$ cat config.mk
export PLATFORM = sky130hd
export DESIGN_NAME = display_scan_decoder
export DESIGN_NICKNAME = d
export VERILOG_FILES = /design/src/rtl/display_scan_decoder.sv
export SDC_FILE = /design/constraint.sdc
export NUM_CORES = 1
export LEC_CHECK = 0
export ABC_CLOCK_PERIOD_IN_PS = 3300
export CORE_ASPECT_RATIO = 0.6
export CORE_MARGIN = 1
export CORE_UTILIZATION = 35
export DETAILED_ROUTE_END_ITERATION = 12
export GPL_TIMING_DRIVEN = 0
export SLEW_MARGIN = 10
export SYNTH_ARGS = -nofsm -noshare
export SYNTH_HDL_FRONTEND = slang
export SYNTH_SLANG_ARGS = --single-unit
$ cat constraint.sdc
create_clock -name Clk -period 3.3 [get_ports Clk]
set_input_delay 0.33 -clock Clk [delete_from_list [all_inputs] [get_ports Clk]]
set_output_delay 0.33 -clock Clk [all_outputs]
set_load 0.02 [all_outputs]
$ cat src/rtl/display_scan_decoder.sv
// Decodes a scanned 4-digit 7-segment stream back to BCD; publishes after STABLE_FRAMES identical frames, all outputs registered.
// Optional DISPLAY_SCAN_BLANK_EN: pattern 00 in slot 0 (hours1 leading-zero blank) decodes to 0.
module display_scan_decoder #(
   parameter int STABLE_FRAMES = 2,
   parameter int SCAN_TIMEOUT  = 1024
) (
   input  logic       Clk,
   input  logic       Clr,
   input  logic [6:0] display_out,
   input  logic [3:0] segment_digit,
   output logic [3:0] hours1,
   output logic [3:0] hours0,
   output logic [3:0] mins1,
   output logic [3:0] mins0,
   output logic       frame_valid,
   output logic       upd,
   output logic       seq_err,
   output logic       seg_err
);

   localparam int TW = $clog2(SCAN_TIMEOUT + 1);
   localparam int SW = $clog2(STABLE_FRAMES + 1);

   typedef enum logic {S_HUNT, S_SCAN} state_t;

   state_t               r_state;
   logic [1:0]           r_slot;
   logic [TW-1:0]        r_tmo;
   logic [SW-1:0]        r_stable;
   logic                 r_poison;
   logic                 r_slot_bad;
   logic [3:0][3:0]      r_shadow;
   logic [3:0][3:0]      r_rec;
   logic [3:0][3:0]      r_pub;

   logic                 w_zero, w_onehot, w_multi;
   logic [1:0]           w_idx, w_next_slot;
   logic                 w_hold, w_adv, w_ooo, w_start, w_complete;
   logic [4:0]           w_dec;
   logic                 w_blank_ok, w_bad;
   logic [3:0]           w_dig;
   logic                 w_same;
   logic [SW-1:0]        w_cnt;

   function automatic logic [4:0] f_decode(input logic [6:0] i_pat);
      case (i_pat)
         7'h7E:   f_decode = {1'b1, 4'd0};
         7'h30:   f_decode = {1'b1, 4'd1};
         7'h6D:   f_decode = {1'b1, 4'd2};
         7'h79:   f_decode = {1'b1, 4'd3};
         7'h33:   f_decode = {1'b1, 4'd4};
         7'h5B:   f_decode = {1'b1, 4'd5};
         7'h5F:   f_decode = {1'b1, 4'd6};
         7'h70:   f_decode = {1'b1, 4'd7};
         7'h7F:   f_decode = {1'b1, 4'd8};
         7'h7B:   f_decode = {1'b1, 4'd9};
         default: f_decode = {1'b0, 4'hF};
      endcase
   endfunction

   always_comb begin
      w_zero   = (segment_digit == 4'd0);
      w_onehot = !w_zero && ((segment_digit & (segment_digit - 4'd1)) == 4'd0);
      w_multi  = !w_zero && !w_onehot;
      w_idx    = 2'd0;
      if (segment_digit[1]) w_idx = 2'd1;
      if (segment_digit[2]) w_idx = 2'd2;
      if (segment_digit[3]) w_idx = 2'd3;
      w_next_slot = r_slot + 2'd1;

      w_hold     = (r_state == S_SCAN) && w_onehot && (w_idx == r_slot);
      w_adv      = (r_state == S_SCAN) && w_onehot && (w_idx == w_next_slot);
      w_ooo      = (r_state == S_SCAN) && w_onehot && !w_hold && !w_adv;
      w_start    = (r_state == S_HUNT) && w_onehot && (w_idx == 2'd0);
      w_complete = w_adv && (r_slot == 2'd3);

      w_dec = f_decode(display_out);
`ifdef DISPLAY_SCAN_BLANK_EN
      w_blank_ok = (display_out == 7'h00) && (w_idx == 2'd0);
`else
      w_blank_ok = 1'b0;
`endif
      w_bad = !(w_dec[4] || w_blank_ok);
      w_dig = w_blank_ok ? 4'd0 : w_dec[3:0];

      // Frame-completion stable count (only consumed when w_complete and clean)
      w_same = (r_shadow == r_rec);
      if (!w_same)
         w_cnt = SW'(1);
      else if (r_stable == SW'(STABLE_FRAMES))
         w_cnt = r_stable;
      else
         w_cnt = r_stable + SW'(1);
   end

   always_ff @(posedge Clk or posedge Clr) begin
      if (Clr) begin
         r_state     <= S_HUNT;
         r_slot      <= 2'd0;
         r_tmo       <= '0;
         r_stable    <= '0;
         r_poison    <= 1'b0;
         r_slot_bad  <= 1'b0;
         r_shadow    <= '0;
         r_rec       <= '0;
         r_pub       <= '0;
         frame_valid <= 1'b0;
         upd         <= 1'b0;
         seq_err     <= 1'b0;
         seg_err     <= 1'b0;
      end else begin
         upd     <= 1'b0;
         seq_err <= 1'b0;
         seg_err <= 1'b0;
         if (w_multi || w_ooo) begin
            seq_err     <= 1'b1;
            frame_valid <= 1'b0;
            r_state     <= S_HUNT;
            r_stable    <= '0;
            r_tmo       <= '0;
            r_poison    <= 1'b0;
         end else if (r_state == S_HUNT) begin
            if (w_start) begin
               r_state        <= S_SCAN;
               r_slot         <= 2'd0;
               r_tmo          <= '0;
               r_shadow[0]    <= w_dig;
               r_poison       <= w_bad;
               r_slot_bad     <= w_bad;
               seg_err        <= w_bad;
            end
         end else begin
            if (w_hold) begin
               r_shadow[w_idx] <= w_dig;
               seg_err         <= w_bad && !r_slot_bad;
               r_slot_bad      <= r_slot_bad || w_bad;
               r_poison        <= r_poison || w_bad;
            end
            if (w_adv) begin
               // Advance beats a simultaneous timeout expiry
               r_slot          <= w_next_slot;
               r_tmo           <= '0;
               r_shadow[w_idx] <= w_dig;
               seg_err         <= w_bad;
               r_slot_bad      <= w_bad;
               if (w_complete) begin
                  r_poison <= w_bad;
                  if (r_poison) begin
                     r_stable <= '0;
                  end else begin
                     r_stable <= w_cnt;
                     if (!w_same) r_rec <= r_shadow;
                     if (w_cnt == SW'(STABLE_FRAMES)) begin
                        r_pub       <= r_shadow;
                        frame_valid <= 1'b1;
                        upd         <= (r_shadow != r_pub);
                     end
                  end
               end else begin
                  r_poison <= r_poison || w_bad;
               end
            end else if (r_tmo == TW'(SCAN_TIMEOUT - 1)) begin
               frame_valid <= 1'b0;
               r_state     <= S_HUNT;
               r_stable    <= '0;
               r_tmo       <= '0;
            end else begin
               r_tmo <= r_tmo + TW'(1);
            end
         end
      end
   end

   assign hours1 = r_pub[0];
   assign hours0 = r_pub[1];
   assign mins1  = r_pub[2];
   assign mins0  = r_pub[3];

endmodule

==> tab_implementation.tex <==
\begin{tabular}{lr}
\hline
Metric & Value \\
\hline
\multicolumn{2}{l}{\textbf{Place}} \\
\quad GP Congestion & 0.865 \\
\quad PortBufs & 29 \\
\quad Post-place setup slack & 0.296 ns \\
\quad DP Wirelength & 6910 um \\
\multicolumn{2}{l}{\textbf{Synth}} \\
\quad Post-synthesis sequential element count & 70 \\
\quad Cell count after synthesis & 366 \\
\quad Most instantiated library cell after synthesis & dfrtp\_1 \\
\quad Fraction of post-synthesis cell area in the top cell type by area & 44.0\% \\
\quad Dominant cells by area after synthesis & dfrtp\_1 (44\%), mux2\_1 (10\%), xnor2\_1 (7.0\%) \\
\quad Synth Cell Area & 0.00398 mm2 \\
\quad Commonest cells in the netlist & dfrtp\_1 (70), mux2\_1 (37), xnor2\_1 (32) \\
\quad Most common flop cell mapped by yosys & dfrtp\_1 \\
\quad Synthesized net count & 382 \\
\quad Part of the Yosys area used for sequential elements & 44.0\% \\
\quad Count of flip-flops with a built-in enable after synthesis & 0 \\
\quad Average footprint of a synthesized cell & 10.9 um2 \\
\quad Synthesis warning total & 0 \\
\quad Count of unique library cells instantiated by Yosys & 68 \\
\quad Share of flip-flops with an asynchronous set or reset after synthesis & 100\% \\
\quad Cell accounting for the most synthesized area & dfrtp\_1 \\
\multicolumn{2}{l}{\textbf{Clocking}} \\
\quad Number of hold buffers added after cts & 0 \\
\quad Worst-path clk slew & 0.06 ns \\
\quad CTS sink count & 70 \\
\quad CTS tree & yes \\
\quad Clk Tree Root Cell & clkbuf\_16 \\
\quad Later-pin clock latency in the skew report & 0.33 ns \\
\quad Post-cts gate resize count & 0 \\
\quad Depth of the CTS H-tree & 3 \\
\quad Setup Fix Bufs, Post-CTS & 0 \\
\quad CTS buffer count & 9 \\
\quad Number of buffers on the longest clock path & 2 \\
\multicolumn{2}{l}{\textbf{GRT}} \\
\quad GR Overflow Total & 0 \\
\quad Vias in the first global route & 2918 \\
\quad First-pass GRT wire length & 15300 um \\
\quad Antenna violations before repair & 0 \\
\quad GR Util All Layers & 16.9\% \\
\quad Largest net degree at the start of global routing & 63 \\
\multicolumn{2}{l}{\textbf{Power and ir drop}} \\
\quad Overall power & 2.13 mW \\
\quad Worst supply voltage drop on vdd & 0.292 mV \\
\quad PwrDens & 447 mW/mm2 \\
\quad Total leakage power & 2.08 nW \\
\multicolumn{2}{l}{\textbf{Layout}} \\
\quad Fillers & 1031 \\
\quad Antenna fix cells & 0 \\
\quad End-of-flow core utilization & 44.2\% \\
\quad Fraction of layout cells with a size suffix above 1 & 11.9\% \\
\quad Area growth from synthesis to final layout & 20.0\% \\
\quad Final net count & 423 \\
\multicolumn{2}{l}{\textbf{STA}} \\
\quad Pin slew with the least headroom to its limit & 0.851 ns \\
\quad Fin worst setup slack & 0.349 ns \\
\quad Unrepaired setup endpoints after global routing & false \\
\quad Setup clock skew after layout & 0.00631 ns \\
\quad Setup Viol. Count Final & 0 \\
\quad Final critical delay including setup and external delays & 2.95 ns \\
\quad Upper clock frequency limit & 0.339 GHz \\
\quad Final hold violation count & 0 \\
\quad Worst slew slack as a fraction of its limit & 42.7\% \\
\quad Total negative slack for setup checks & 0 ns \\
\quad Final worst-path cycle share & 89.4\% \\
\quad Final-report max-slew violation count & 0 \\
\multicolumn{2}{l}{\textbf{Floorplan}} \\
\quad CORE AREA & 0.0108 mm2 \\
\quad Effective utilization at floorplan & 36.8\% \\
\quad Horizontal extent of the die & 140 um \\
\quad Vertical die dimension & 84.6 um \\
\quad Cell Rows & 29 \\
\quad Die area & 0.0118 mm2 \\
\quad Ports & 33 \\
\multicolumn{2}{l}{\textbf{Detailed routing}} \\
\quad Antenna viol nets, final & 0 \\
\quad Post-DR wirelength/cell & 16.7 um \\
\quad Detailed Routing Iterations Pass 1 & 4 \\
\quad Via count & 3017 \\
\quad Vias per inst & 5.48 \\
\quad Final wirelength & 9190 um \\
\quad Number of DRC violations after detailed-routing iteration 0 & 239 \\
\quad Post-detailed-route DRC marker count & 0 \\
\multicolumn{2}{l}{\textbf{Critical path}} \\
\quad Cell with the largest stage delay on the worst path & or4b\_4 \\
\quad Highest cell delay on the worst timing path & 0.52 ns \\
\quad Worst path top cell family by delay & simple AND/OR/NAND/NOR gates \\
\quad Maximum fanout along the worst path & 10 \\
\quad Sort of element at the end of the critical path & register \\
\quad CP Cell Sequence & ha\_1 -> buf\_6 -> or4b\_4 -> a31oi\_4 -> o211a\_4 -> and2\_1 -> and2b\_1 -> buf\_4 -> buf\_8 -> mux2\_1 \\
\quad Count of buffering cells on the critical path with inverters included & 3 \\
\quad Reg2Reg Setup Slack & 0.35 ns \\
\quad Crit Path Class & reg -> reg \\
\quad Required time at the endpoint of the critical path & 3.51 ns \\
\quad Data arrival, critical path & 3.16 ns \\
\quad Category of the worst setup path launch point & register \\
\multicolumn{2}{l}{\textbf{Run status}} \\
\quad Result of the run & finished clean \\
\multicolumn{2}{l}{\textbf{Worst hold path}} \\
\quad Classification of the worst-slack hold path & in -> async \\
\multicolumn{2}{l}{\textbf{Flow run}} \\
\quad Max-cap violation count & 0 \\
\hline
\end{tabular}
placed cells by master (no fill, tap or decap), types with 3 or more instances in the layout:
cell / synthesis / routed
a21boi_0: 3 / 3
a21o_1: 4 / 4
a21oi_1: 6 / 6
a22o_1: 4 / 4
a31oi_1: 6 / 6
and3_1: 4 / 4
buf_2: 6 / 6
buf_6: 3 / 3
clkbuf_1: 5 / 6
clkbuf_16: 0 / 9
clkdlybuf4s50_1: 0 / 29
clkinv_2: 0 / 3
dfrtp_1: 70 / 70
ha_1: 3 / 3
inv_1: 9 / 8
mux2_1: 37 / 37
mux2_2: 8 / 8
mux2_4: 4 / 4
mux2i_1: 3 / 3
nand2_1: 22 / 22
nand2b_1: 3 / 3
nand3_1: 13 / 13
nand4_1: 8 / 8
nor2_1: 15 / 15
nor2b_1: 5 / 5
nor3_1: 7 / 7
nor3b_1: 4 / 4
o211ai_1: 6 / 6
o21a_1: 4 / 4
o21ai_0: 19 / 19
xnor2_1: 32 / 32
xor2_1: 3 / 3
state kept, by name, indices dropped and copies added, names as in the netlist, 2 cells and up:
signal / cells
r_rec: 16
hours1: 4
mins0: 4
r_stable: 2
r_slot: 2
r_shadow: 16
mins1: 4
hours0: 4
r_tmo: 11
cells by family after synthesis:
| kind of cell | Yosys count | share of synthesized area (%) |
|---|---|---|
| flops | 70 | 44.0 |
| mux | 52 | 15.0 |
| xor+xnor | 35 | 7.70 |
| compound gates | 76 | 14.0 |
| buf+inv | 27 | 3.77 |
| simple gates | 102 | 14.3 |
| fa+ha+maj | 4 | 1.19 |
routing by layer:
metal  GRT usage [%]  share of wire [%]  wire length [um]  vias up
li1                -                  -                 -     1434
met1            25.9                 54              4960     1483
met2            21.8                 38              3540       92
met3            6.05                6.8               623        8
met4            4.10               0.75                69        0
met5               0                  0                 0        -
worst reg2reg max path: stages (launching register included):
cell and delay, ns:
dfrtp_1 0.41, ha_1 0.31, buf_6 0.15, or4b_4 0.52, a31oi_4 0.25, o211a_4 0.23, and2_1 0.17, and2b_1 0.13
buf_4 0.16, buf_8 0.16, mux2_1 0.34
path summary, 6_finish.rpt:
path,to,depth (start not counted),from
min,mins1[3],2,Clr
min in group Clk,r_tmo[10],1,r_tmo[10]
max,r_rec[5],10,r_slot[1]
max reg2reg,r_rec[5],10,r_slot[1]
min reg2reg,r_tmo[10],1,r_tmo[10]
max in group asynchronous,hours0[0],3,Clr
stage by stage:
stage | std cells | instance area (um2) | hold WS, ns
after detailed placement | 535 | 4480 | 0.478
final | 551 | 4780 | 0.251
after CTS | 551 | 4780 | 0.246
after floorplan | 366 | 3980 | 0.448
after global placement | 534 | 4450 | 0.462
after global routing | 551 | 4780 | 0.250
report_power, final:
group | internal, mW | switching, mW | total [mW]
logic | 0.107 | 0.137 | 0.244
registers | 0.885 | 0.0359 | 0.921
clock network | 0.622 | 0.347 | 0.969
cell type report:
type | count | area [um2] | area share (%)
clock buffer | 12 | 256 | 5.37
inverter | 9 | 36.3 | 0.760
timing repair buffer | 30 | 318 | 6.65
sequential | 70 | 1750 | 36.7
tap | 139 | 174 | 3.64
buffer | 18 | 116 | 2.44
multi-input combinational | 269 | 2080 | 43.5
clock inverter | 4 | 45.0 | 0.943
Note: power is estimated with default switching activity, not from simulation.
